===== config.mk =====
export PLATFORM = sky130hd
export DESIGN_NAME = prime_uart_streamer
export DESIGN_NICKNAME = d
export VERILOG_FILES = /design/src/rtl/prime_uart_streamer.sv
export SDC_FILE = /design/constraint.sdc
export NUM_CORES = 1
export LEC_CHECK = 0
export ABC_CLOCK_PERIOD_IN_PS = 5500
export BUFFER_PORTS_ARGS = -buffer_cell sky130_fd_sc_hd__buf_2
export CORE_UTILIZATION = 42
export CTS_CLUSTER_DIAMETER = 50
export DETAILED_ROUTE_END_ITERATION = 8
export PLACE_DENSITY = 0.56
export SYNTH_ARGS = -nofsm -noshare
export SYNTH_HDL_FRONTEND = slang
export SYNTH_SLANG_ARGS = --single-unit

===== constraint.sdc =====
create_clock -name clk -period 5.5 [get_ports clk]
set_clock_uncertainty 0.2 [all_clocks]
set_input_delay 0.55 -clock clk [delete_from_list [all_inputs] [get_ports clk]]
set_output_delay 0.55 -clock clk [all_outputs]
set_load 0.03 [all_outputs]

===== src/rtl/prime_uart_streamer.sv =====
// prime_uart_streamer
//   Consumer of primogen: requests successive primes over the go/ready
//   handshake, converts each result to ASCII decimal with an iterative
//   double-dabble, and streams the text over an 8N1 UART transmitter.
//   A generator error sends "E" plus the terminator and then halts.
//
// Ports
//   clk       in   1   rising-edge clock
//   rst       in   1   asynchronous active-high reset
//   pg_go     out  1   one-cycle request pulse to primogen
//   pg_ready  in   1   primogen ready
//   pg_error  in   1   primogen error, valid with pg_ready
//   pg_res    in   W   primogen result, valid with pg_ready
//   uart_tx   out  1   serial output, idle high
//   busy      out  1   high from capture until the last stop bit completes
//   halted    out  1   sticky, set once the error message has been sent
//   count     out  16  primes transmitted, saturating
//
// Configuration macro
//   PRIME_STREAM_CRLF_EN : defined -> terminator "\r\n", undefined -> " ".

module prime_uart_streamer #(
    parameter int unsigned W      = 16,
    parameter int unsigned CLK_HZ = 12000000,
    parameter int unsigned BAUD   = 115200
) (
    input  logic         clk,
    input  logic         rst,
    output logic         pg_go,
    input  logic         pg_ready,
    input  logic         pg_error,
    input  logic [W-1:0] pg_res,
    output logic         uart_tx,
    output logic         busy,
    output logic         halted,
    output logic [15:0]  count
);

    // Decimal digits needed for the largest W-bit value (elaboration only).
    function automatic int unsigned calc_nd(input int unsigned w);
        longint unsigned v;
        int unsigned     n;
        v = (w >= 64) ? 64'hFFFF_FFFF_FFFF_FFFF : ((64'd1 << w) - 64'd1);
        n = 1;
        while (v >= 64'd10) begin
            v = v / 64'd10;
            n = n + 1;
        end
        return n;
    endfunction

    localparam int unsigned ND  = calc_nd(W);
    localparam int unsigned DIV = CLK_HZ / BAUD;
    localparam int unsigned DW  = (DIV > 1) ? $clog2(DIV) : 1;
    localparam int unsigned CW  = (W > 1) ? $clog2(W) : 1;
    localparam int unsigned IW  = (ND > 1) ? $clog2(ND) : 1;
    localparam int unsigned SW  = W + 4 * ND;

    localparam logic [DW-1:0] DIV_LAST  = DW'(DIV - 1);
    localparam logic [CW-1:0] CONV_LAST = CW'(W - 1);

`ifdef PRIME_STREAM_CRLF_EN
    localparam logic [7:0] TERM0 = 8'h0D;
`else
    localparam logic [7:0] TERM0 = 8'h20;
`endif

    typedef enum logic [2:0] {
        S_REQ, S_ARM, S_WAIT, S_CONV, S_SEND, S_ERR, S_TERM, S_HALT
    } state_t;

    // Index of the most significant non-zero digit; 0 when the value is 0,
    // so a zero result still emits a single "0".
    function automatic logic [IW-1:0] msd_of(input logic [4*ND-1:0] b);
        logic [IW-1:0] idx;
        idx = '0;
        for (int unsigned i = 0; i < ND; i++) begin
            if (b[4*i +: 4] != 4'd0) idx = IW'(i);
        end
        return idx;
    endfunction

    function automatic logic [3:0] digit_at(input logic [4*ND-1:0] b,
                                            input logic [IW-1:0]   idx);
        return b[int'(idx) * 4 +: 4];
    endfunction

    state_t        state_q, state_d;
    logic          pg_go_q, pg_go_d;
    logic          busy_q, busy_d;
    logic          halted_q, halted_d;
    logic [15:0]   count_q, count_d;
    logic          err_q, err_d;
    logic [SW-1:0] sh_q, sh_d;          // {BCD digits, binary} double-dabble register
    logic [CW-1:0] conv_cnt_q, conv_cnt_d;
    logic [IW-1:0] dig_idx_q, dig_idx_d;
`ifdef PRIME_STREAM_CRLF_EN
    logic          term_idx_q, term_idx_d;
`endif
    logic          tx_active_q, tx_active_d;
    logic [7:0]    tx_data_q, tx_data_d;
    logic [DW-1:0] div_cnt_q, div_cnt_d;
    logic [3:0]    bit_cnt_q, bit_cnt_d;
    logic          uart_tx_q, uart_tx_d;

    logic          tx_done;
    logic          load;
    logic [7:0]    load_byte;
    logic          finish;
    logic [SW-1:0] dd_adj;
    logic [SW-1:0] dd_next;
    logic [IW-1:0] first_idx;

    // One double-dabble step: add 3 to every digit >= 5, then shift left.
    always_comb begin
        dd_adj = sh_q;
        for (int unsigned i = 0; i < ND; i++) begin
            if (dd_adj[W + 4*i +: 4] >= 4'd5) begin
                dd_adj[W + 4*i +: 4] = dd_adj[W + 4*i +: 4] + 4'd3;
            end
        end
        dd_next = dd_adj << 1;
    end

    always_comb begin
        state_d     = state_q;
        pg_go_d     = 1'b0;
        busy_d      = busy_q;
        halted_d    = halted_q;
        count_d     = count_q;
        err_d       = err_q;
        sh_d        = sh_q;
        conv_cnt_d  = conv_cnt_q;
        dig_idx_d   = dig_idx_q;
`ifdef PRIME_STREAM_CRLF_EN
        term_idx_d  = term_idx_q;
`endif
        tx_active_d = tx_active_q;
        tx_data_d   = tx_data_q;
        div_cnt_d   = div_cnt_q;
        bit_cnt_d   = bit_cnt_q;
        uart_tx_d   = uart_tx_q;
        load        = 1'b0;
        load_byte   = 8'h00;
        finish      = 1'b0;
        first_idx   = msd_of(dd_next[SW-1:W]);
        tx_done     = tx_active_q && (div_cnt_q == DIV_LAST) && (bit_cnt_q == 4'd9);

        case (state_q)
            S_REQ: begin
                if (pg_ready) begin
                    pg_go_d = 1'b1;
                    state_d = S_ARM;
                end
            end
            S_ARM: state_d = S_WAIT;
            S_WAIT: begin
                if (pg_ready) begin
                    err_d      = pg_error;
                    sh_d       = SW'(pg_res);
                    conv_cnt_d = '0;
                    busy_d     = 1'b1;
                    if (pg_error) begin
                        load      = 1'b1;
                        load_byte = 8'h45;
                        state_d   = S_ERR;
                    end else begin
                        state_d = S_CONV;
                    end
                end
            end
            S_CONV: begin
                sh_d       = dd_next;
                conv_cnt_d = conv_cnt_q + CW'(1);
                // First digit is loaded from the step's result so the start
                // bit begins on the cycle right after the last conversion cycle.
                if (conv_cnt_q == CONV_LAST) begin
                    load      = 1'b1;
                    load_byte = {4'h3, digit_at(dd_next[SW-1:W], first_idx)};
                    dig_idx_d = first_idx;
                    state_d   = S_SEND;
                end
            end
            S_SEND: begin
                if (tx_done) begin
                    load = 1'b1;
                    if (dig_idx_q == '0) begin
                        load_byte = TERM0;
`ifdef PRIME_STREAM_CRLF_EN
                        term_idx_d = 1'b0;
`endif
                        state_d = S_TERM;
                    end else begin
                        dig_idx_d = dig_idx_q - IW'(1);
                        load_byte = {4'h3, digit_at(sh_q[SW-1:W], dig_idx_q - IW'(1))};
                    end
                end
            end
            S_ERR: begin
                if (tx_done) begin
                    load      = 1'b1;
                    load_byte = TERM0;
`ifdef PRIME_STREAM_CRLF_EN
                    term_idx_d = 1'b0;
`endif
                    state_d = S_TERM;
                end
            end
            S_TERM: begin
                if (tx_done) begin
`ifdef PRIME_STREAM_CRLF_EN
                    if (!term_idx_q) begin
                        load       = 1'b1;
                        load_byte  = 8'h0A;
                        term_idx_d = 1'b1;
                    end else begin
                        finish = 1'b1;
                    end
`else
                    finish = 1'b1;
`endif
                end
            end
            S_HALT: ;
            default: state_d = S_REQ;
        endcase

        if (finish) begin
            busy_d = 1'b0;
            if (err_q) begin
                halted_d = 1'b1;
                state_d  = S_HALT;
            end else begin
                if (count_q != 16'hFFFF) count_d = count_q + 16'd1;
                state_d = S_REQ;
            end
        end

        // Transmitter: a load on the stop bit's final cycle starts the next
        // frame immediately, giving back-to-back bytes.
        if (load) begin
            tx_active_d = 1'b1;
            tx_data_d   = load_byte;
            div_cnt_d   = '0;
            bit_cnt_d   = 4'd0;
            uart_tx_d   = 1'b0;
        end else if (tx_active_q) begin
            if (div_cnt_q == DIV_LAST) begin
                div_cnt_d = '0;
                if (bit_cnt_q == 4'd9) begin
                    tx_active_d = 1'b0;
                    uart_tx_d   = 1'b1;
                end else begin
                    bit_cnt_d = bit_cnt_q + 4'd1;
                    uart_tx_d = (bit_cnt_q < 4'd8) ? tx_data_q[bit_cnt_q[2:0]] : 1'b1;
                end
            end else begin
                div_cnt_d = div_cnt_q + DW'(1);
            end
        end
    end

    always_ff @(posedge clk or posedge rst) begin
        if (rst) begin
            state_q     <= S_REQ;
            pg_go_q     <= 1'b0;
            busy_q      <= 1'b0;
            halted_q    <= 1'b0;
            count_q     <= '0;
            err_q       <= 1'b0;
            sh_q        <= '0;
            conv_cnt_q  <= '0;
            dig_idx_q   <= '0;
`ifdef PRIME_STREAM_CRLF_EN
            term_idx_q  <= 1'b0;
`endif
            tx_active_q <= 1'b0;
            tx_data_q   <= '0;
            div_cnt_q   <= '0;
            bit_cnt_q   <= '0;
            uart_tx_q   <= 1'b1;
        end else begin
            state_q     <= state_d;
            pg_go_q     <= pg_go_d;
            busy_q      <= busy_d;
            halted_q    <= halted_d;
            count_q     <= count_d;
            err_q       <= err_d;
            sh_q        <= sh_d;
            conv_cnt_q  <= conv_cnt_d;
            dig_idx_q   <= dig_idx_d;
`ifdef PRIME_STREAM_CRLF_EN
            term_idx_q  <= term_idx_d;
`endif
            tx_active_q <= tx_active_d;
            tx_data_q   <= tx_data_d;
            div_cnt_q   <= div_cnt_d;
            bit_cnt_q   <= bit_cnt_d;
            uart_tx_q   <= uart_tx_d;
        end
    end

    assign pg_go   = pg_go_q;
    assign busy    = busy_q;
    assign halted  = halted_q;
    assign count   = count_q;
    assign uart_tx = uart_tx_q;

endmodule


==> results of run 1 <==
-- per-stage QoR --
stage	power, W	setup slack, ns	area (µm²)	util
final	0.00282	2.69	5490	0.481
after global routing	0.00305	2.44	5490	0.481
after CTS	0.00283	2.65	5490	0.481
after detailed placement	0.00224	2.67	5220	0.457
after global placement	0.00222	2.69	5220	0.457
after floorplan	0.00194	2.53	4910	-
-- registers in the layout, indices dropped and copies added (netlist names), 3 cells and up --
register	flops
state_q	3
tx_data_q	7
conv_cnt_q	4
sh_q	36
bit_cnt_q	4
count	16
dig_idx_q	3
div_cnt_q	7
-- power by group through the flow --
stage	combinational, W	sequential [W]	clock [W]
floorplan	0.000981	0.000962	0
global placement	0.00119	0.00103	0
detailed placement	0.00121	0.00104	0
CTS	0.00121	0.00103	0.000588
global route	0.00137	0.00107	0.000610
finish	0.00122	0.00103	0.000573
-- cells by family after synthesis --
family          Yosys count  share of synthesized area
xor+xnor                 27                     0.0481
mux                      21                     0.0578
compound gates          118                      0.160
simple gates            218                      0.220
flops                    86                      0.438
fa+ha+maj                17                     0.0433
buf+inv                  39                     0.0323
-- how the worst min path moves through the flow --
stage	endpoint	cells past startpoint	slack (ns)
floorplan	tx_data_q[5]	2	0.25
global placement	halted	1	0.25
detailed placement	halted	1	0.25
CTS	count[12]	2	0.04
global route	count[11]	2	0.08
finish	busy	2	0.02
-- critical path, cell delays in order, from the launching register on --
cell,delay [ns]
dfrtp_1,0.53
nand2_1,0.14
or2_2,0.64
nor2_1,0.37
a31oi_1,0.14
a21oi_1,0.31
mux2_2,0.37
-- cells in the final DEF (no fill, tap or decap), drive strengths merged, types with 3 or more instances in the layout --
cell	synthesis	final
mux4	5	5
nor3b	4	4
mux2i	7	7
nand4	15	15
o22ai	17	17
nand2b	7	7
dfrtp	85	85
inv	19	20
xor2	7	7
a21o	4	4
o21ai	42	42
clkinv	0	4
nand3	34	34
o211ai	5	5
nor2b	5	5
o31ai	6	6
nand2	61	61
buf	6	41
nand3b	4	4
a21oi	14	14
xnor2	20	20
a311oi	4	4
mux2	9	9
and3	5	5
nor2	62	62
clkbuf	14	11
ha	17	17
nor3	7	7
or2	4	4
a221o	3	3
-- per-layer routing --
layer / track usage / vias to the layer above / wire [µm]
met5: 0 / - / 0
met4: 0.103 / 0 / 310
met3: 0.0359 / 26 / 470
met2: 0.301 / 116 / 5010
met1: 0.282 / 1910 / 5480
li1: - / 1964 / -
-- area by class of cell --
cell class | count | area (µm²)
Inverter | 19 | 72.6
Fill cell | 1105 | 5930
Clock inverter | 5 | 32.5
Clock buffer | 11 | 243
Timing Repair Buffer | 41 | 210
Multi-Input combinational cell | 401 | 2600
Sequential cell | 86 | 2150
Tap cell | 143 | 179
==> impl_metrics.py, run 1 <==
metrics = {
    "die": {
        "initial_core_util": 0.430,
        "core_um2": 11400,
        "placementRows": 39,
        "die_w_um": 110,
        "dieArea_um2": 12100,
        "ios": 40,
        "die_h_um": 110,
    },
    "power": {
        "switching_share": 0.417,
        "p_seq_frac": 0.366,
        "p_comb_frac": 0.431,
        "power_frac_clock": 0.203,
        "power.density_nw_per_um2": 514,
        "power_switching_w": 0.00118,
        "power_leakage_nw": 2.42,
        "vdd_drop_max_mv": 0.209,
        "power.internal_w": 0.00165,
    },
    "timing": {
        "post-route-period-util": 0.511,
        "report.final.slew_viol_count": 0,
        "finalHoldViolations": 0,
        "fmax_mhz": 356,
        "rsz0062_at_grt": "no",
        "whs_ns": 0.0236,
        "setup_viol_count_final": 0,
        "relSlewSlack": 0.300,
        "fin_tns_setup_ns": 0,
        "period_minus_slack_ns": 2.81,
        "worstMarginPinSlew_ns": 1.04,
    },
    "clock_tree": {
        "clock-sinks": 86,
        "clk_latency_ns": 0.35,
        "tritoncts": "yes",
        "cts-root-buf": "clkbuf_16",
        "cts.reportedPaths.clkPinSlew_ns": 0.06,
        "ctsHoldBuffers": 0,
        "cts_buffer_depth": 2,
        "cts_resized": 0,
        "htreeDepth": 3,
        "cts_buffers": 9,
        "cts_setup_buffers": 0,
    },
    "detailed_routing": {
        "drc_errors": 0,
        "routed_via_density": 5.69,
        "wirelength_um": 11300,
        "wl_per_cell_um": 16.0,
        "drtPass1Iterations": 5,
        "drt_iter0_markers": 156,
        "final_antenna_net_count": 0,
        "vias": 4016,
    },
    "layout": {
        "final_nets": 595,
        "drive_gt1_frac": 0.155,
        "layoutNonFillerInstCount": 706,
        "syn_to_final_growth_pct": 11.8,
        "n_antenna_cell": 0,
    },
    "critical_path": {
        "startpoint_type": "register",
        "endpoint": "dig_idx_q[1]",
        "endpoint_kind": "register",
        "path_class": "register to register",
        "reg2reg_to": "dig_idx_q[1]",
        "regToRegStartpoint": "state_q[0]",
        "ff2ff_setup_slack_ns": 2.69,
        "ff2ff_path_depth": 6,
        "crit_path_max_fanout": 55,
        "arrival_ns": 2.84,
        "crit_start": "state_q[0]",
        "critPathRequiredTime_ns": 5.53,
    },
    "synth": {
        "synth_cells": 526,
        "avgSynthCellArea_um2": 9.34,
        "synth_area_leader_cell": "dfrtp_1",
        "async_flop_share": 1.00,
        "synth.area.top_cells": "dfrtp_1 (43%), nor2_1 (4.7%), nand2_1 (4.7%)",
        "ys_seq_elements": 86,
        "synth_area_um2": 4910,
        "ys_top_cells_by_count": "dfrtp_1 (85), nor2_1 (62), nand2_1 (61)",
        "synth-edff-count": 0,
        "yosysWarnings": 0,
        "synth.most_common_cell": "dfrtp_1",
        "syn-num-nets": 563,
        "synth_cell_type_count": 64,
        "ys_seq_area_frac": 0.438,
        "synth_ff_type": "dfrtp_1",
        "synth.top_cell.area_share": 0.433,
    },
    "global_routing": {
        "grt_max_degree": 57,
        "antenna_found_initial": 0,
        "grt_pass1_vias": 3770,
        "overflow": 0,
        "grt_pass1_wl_um": 18600,
        "grt_usage": 0.202,
    },
    "place": {
        "place_congestion": 0.892,
        "port_buffers": 39,
        "dpl.hpwl_um": 7920,
        "placed_cells": 690,
    },
    "worst_hold_path": {
        "hp-class": "primary input to async pin",
    },
    "status": {
        "outcome": "complete, no violations",
    },
    "job": {
        "cap_viol_max_count": 0,
    },
}
Note: power is estimated with default switching activity, not from simulation.
==> run 2: changes to the inputs <==
--- a/config.mk
+++ b/config.mk
@@ -5,12 +5,12 @@
 export SDC_FILE = /design/constraint.sdc
 export NUM_CORES = 1
 export LEC_CHECK = 0
-export ABC_CLOCK_PERIOD_IN_PS = 5500
+export ABC_CLOCK_PERIOD_IN_PS = 2540
 export BUFFER_PORTS_ARGS = -buffer_cell sky130_fd_sc_hd__buf_2
 export CORE_UTILIZATION = 42
 export CTS_CLUSTER_DIAMETER = 50
 export DETAILED_ROUTE_END_ITERATION = 8
-export PLACE_DENSITY = 0.56
+export PLACE_DENSITY = 0.59
 export SYNTH_ARGS = -nofsm -noshare
 export SYNTH_HDL_FRONTEND = slang
 export SYNTH_SLANG_ARGS = --single-unit
==> constraint.sdc (replaced) <==
create_clock -name clk -period 2.54 [get_ports clk]
set_clock_uncertainty 0.2 [all_clocks]
set_input_delay 0.254 -clock clk [delete_from_list [all_inputs] [get_ports clk]]
set_output_delay 0.254 -clock clk [all_outputs]
set_load 0.03 [all_outputs]
==> run 2 against run 1 <==
  * Register-to-register slack lost 2.7 ns
  * Sequential power increased by 110%
  * Sequential cell count did not move
  * Sequential share of layout area shrank 3.9 points
  * Cell area up 11%
  * First-iteration DRC count up 90%
  * Largest cell class unchanged
  * Critical path depth up 2
  * Die area did not move
==> impl_metrics.py, run 2 (same netlist as run 1, synthesis figures left out) <==
metrics = {
    "detailed_routing": {
        "wl_per_cell_um": 15.9,
        "wl_met3_um": 493,
        "final_antenna_net_count": 0,
        "routed_via_density": 5.52,
        "vias": 4201,
        "wirelength_um": 12100,
        "drc_errors": 0,
        "wl_met1_um": 5830,
        "met2_length_um": 5610,
        "top_layer": "met4",
        "drtPass1Iterations": 5,
        "drt_iter0_markers": 296,
    },
    "critical_path": {
        "endpoint_kind": "register",
        "ff2ff_setup_slack_ns": 0.02,
        "ff2ff_path_depth": 8,
        "critPathRequiredTime_ns": 2.56,
        "reg2reg_to": "tx_data_q[3]",
        "arrival_ns": 2.54,
        "crit_start": "sh_q[24]",
        "startpoint_type": "register",
        "crit_path_max_fanout": 5,
        "path_class": "register to register",
        "endpoint": "tx_data_q[3]",
        "regToRegStartpoint": "sh_q[24]",
    },
    "die": {
        "initial_core_util": 0.430,
        "ios": 40,
        "core_um2": 11400,
        "dieArea_um2": 12100,
        "placementRows": 39,
        "die_w_um": 110,
        "die_h_um": 110,
    },
    "layout": {
        "regMostFlops": "sh_q",
        "layout_common_cells": "dfrtp_1 (84), nor2_1 (61), nand2_1 (61)",
        "drive_gt1_frac": 0.238,
        "syn_to_final_growth_pct": 24.2,
        "n_antenna_cell": 0,
        "largest_register_ffs": 36,
        "final_common_cell": "dfrtp_1",
        "final_nets": 651,
    },
    "timing": {
        "worstMarginPinSlew_ns": 0.521,
        "report.final.slew_viol_count": 0,
        "setup_viol_count_final": 0,
        "whs_ns": 0.0258,
        "relSlewSlack": 0.652,
        "finalHoldViolations": 0,
        "post-route-period-util": 0.992,
        "fin_tns_setup_ns": 0,
        "fmax_mhz": 397,
        "period_minus_slack_ns": 2.52,
    },
    "job": {
        "cap_viol_max_count": 0,
    },
    "clock_tree": {
        "clock-sinks": 86,
        "cts_buffers": 9,
        "clk_latency_ns": 0.34,
        "tritoncts": "yes",
        "cts.reportedPaths.clkPinSlew_ns": 0.07,
        "cts-root-buf": "clkbuf_16",
        "htreeDepth": 3,
        "cts_buffer_depth": 2,
    },
    "power": {
        "power.density_nw_per_um2": 1120,
        "vdd_drop_max_mv": 0.460,
        "power_leakage_nw": 2.70,
    },
    "global_routing": {
        "grt_pass1_vias": 4007,
        "grt_usage": 0.209,
        "grt_max_degree": 55,
        "overflow": 0,
        "antenna_found_initial": 0,
        "grt_pass1_wl_um": 19500,
    },
    "place": {
        "port_buffers": 39,
        "dpl.hpwl_um": 8340,
        "place_congestion": 0.874,
    },
    "status": {
        "outcome": "complete, no violations",
    },
    "worst_hold_path": {
        "hp-class": "primary input to register",
    },
}
[run 2: what timing repair did]
| item | in CTS | in global routing |
|---|---|---|
| resized for setup | 0 | 29 |
| endpoints found under the hold margin | 32 | 0 |
| endpoints found under the setup margin | 0 | 17 |
| hold buffers | 17 | 0 |
| buffers inserted | 0 | 5 |
[run 2: routing by layer]
layer	track usage	vias up
met5	0	-
met4	0.0583	0
met3	0.0359	15
met2	0.325	95
met1	0.300	2025
li1	-	2066
[run 2: critical path, stage by stage, from the launching register on]
cell     delay (ns)
dfrtp_1        0.43
inv_2          0.09
ha_4           0.18
or3b_2         0.48
nand4_1        0.16
mux2_4         0.21
nor4_4         0.06
a221o_1        0.30
a221o_1        0.29
[run 2: worst min path at each step]
| stage | startpoint | endpoint | slack, ns | cells after the start |
|---|---|---|---|---|
| final | pg_ready | pg_go | 0.03 | 2 |
| after floorplan | pg_res[0] | sh_q[0] | 0.16 | 2 |
| after global placement | rst | sh_q[10] | 0.08 | 2 |
| after global routing | pg_ready | pg_go | 0.02 | 2 |
| after CTS | pg_ready | pg_go | 0.03 | 2 |
| after detailed placement | rst | sh_q[11] | 0.08 | 2 |
[run 2: layout make-up]
cell class,instances,area [µm²]
clock buffer,12,256
clock inverter,3,43.8
fill,1048,5320
inverter,19,75.1
multi-input combinational,401,2700
sequential,86,2150
tap,143,179
timing repair buffer,97,689
[run 2: where the power goes]
part           switching, W  internal, W  total (W)
Combinational       0.00178      0.00151    0.00329
Clock              0.000537     0.000811    0.00135
Sequential         0.000420      0.00178    0.00220
Total               0.00274      0.00410    0.00684
[run 2: stage by stage]
step	cells	cell area [µm²]	power (W)	util	setup WS (ns)
6_report	761	6100	0.00684	0.534	0.0206
5_1_grt	761	6100	0.00733	0.534	-0.0239
4_1_cts	756	5960	0.00651	0.522	0.0122
3_5_place_dp	724	5490	0.00512	0.480	0.0148
3_3_place_gp	724	5490	0.00505	0.480	0.0734
2_1_floorplan	526	4920	0.00421	-	0.111
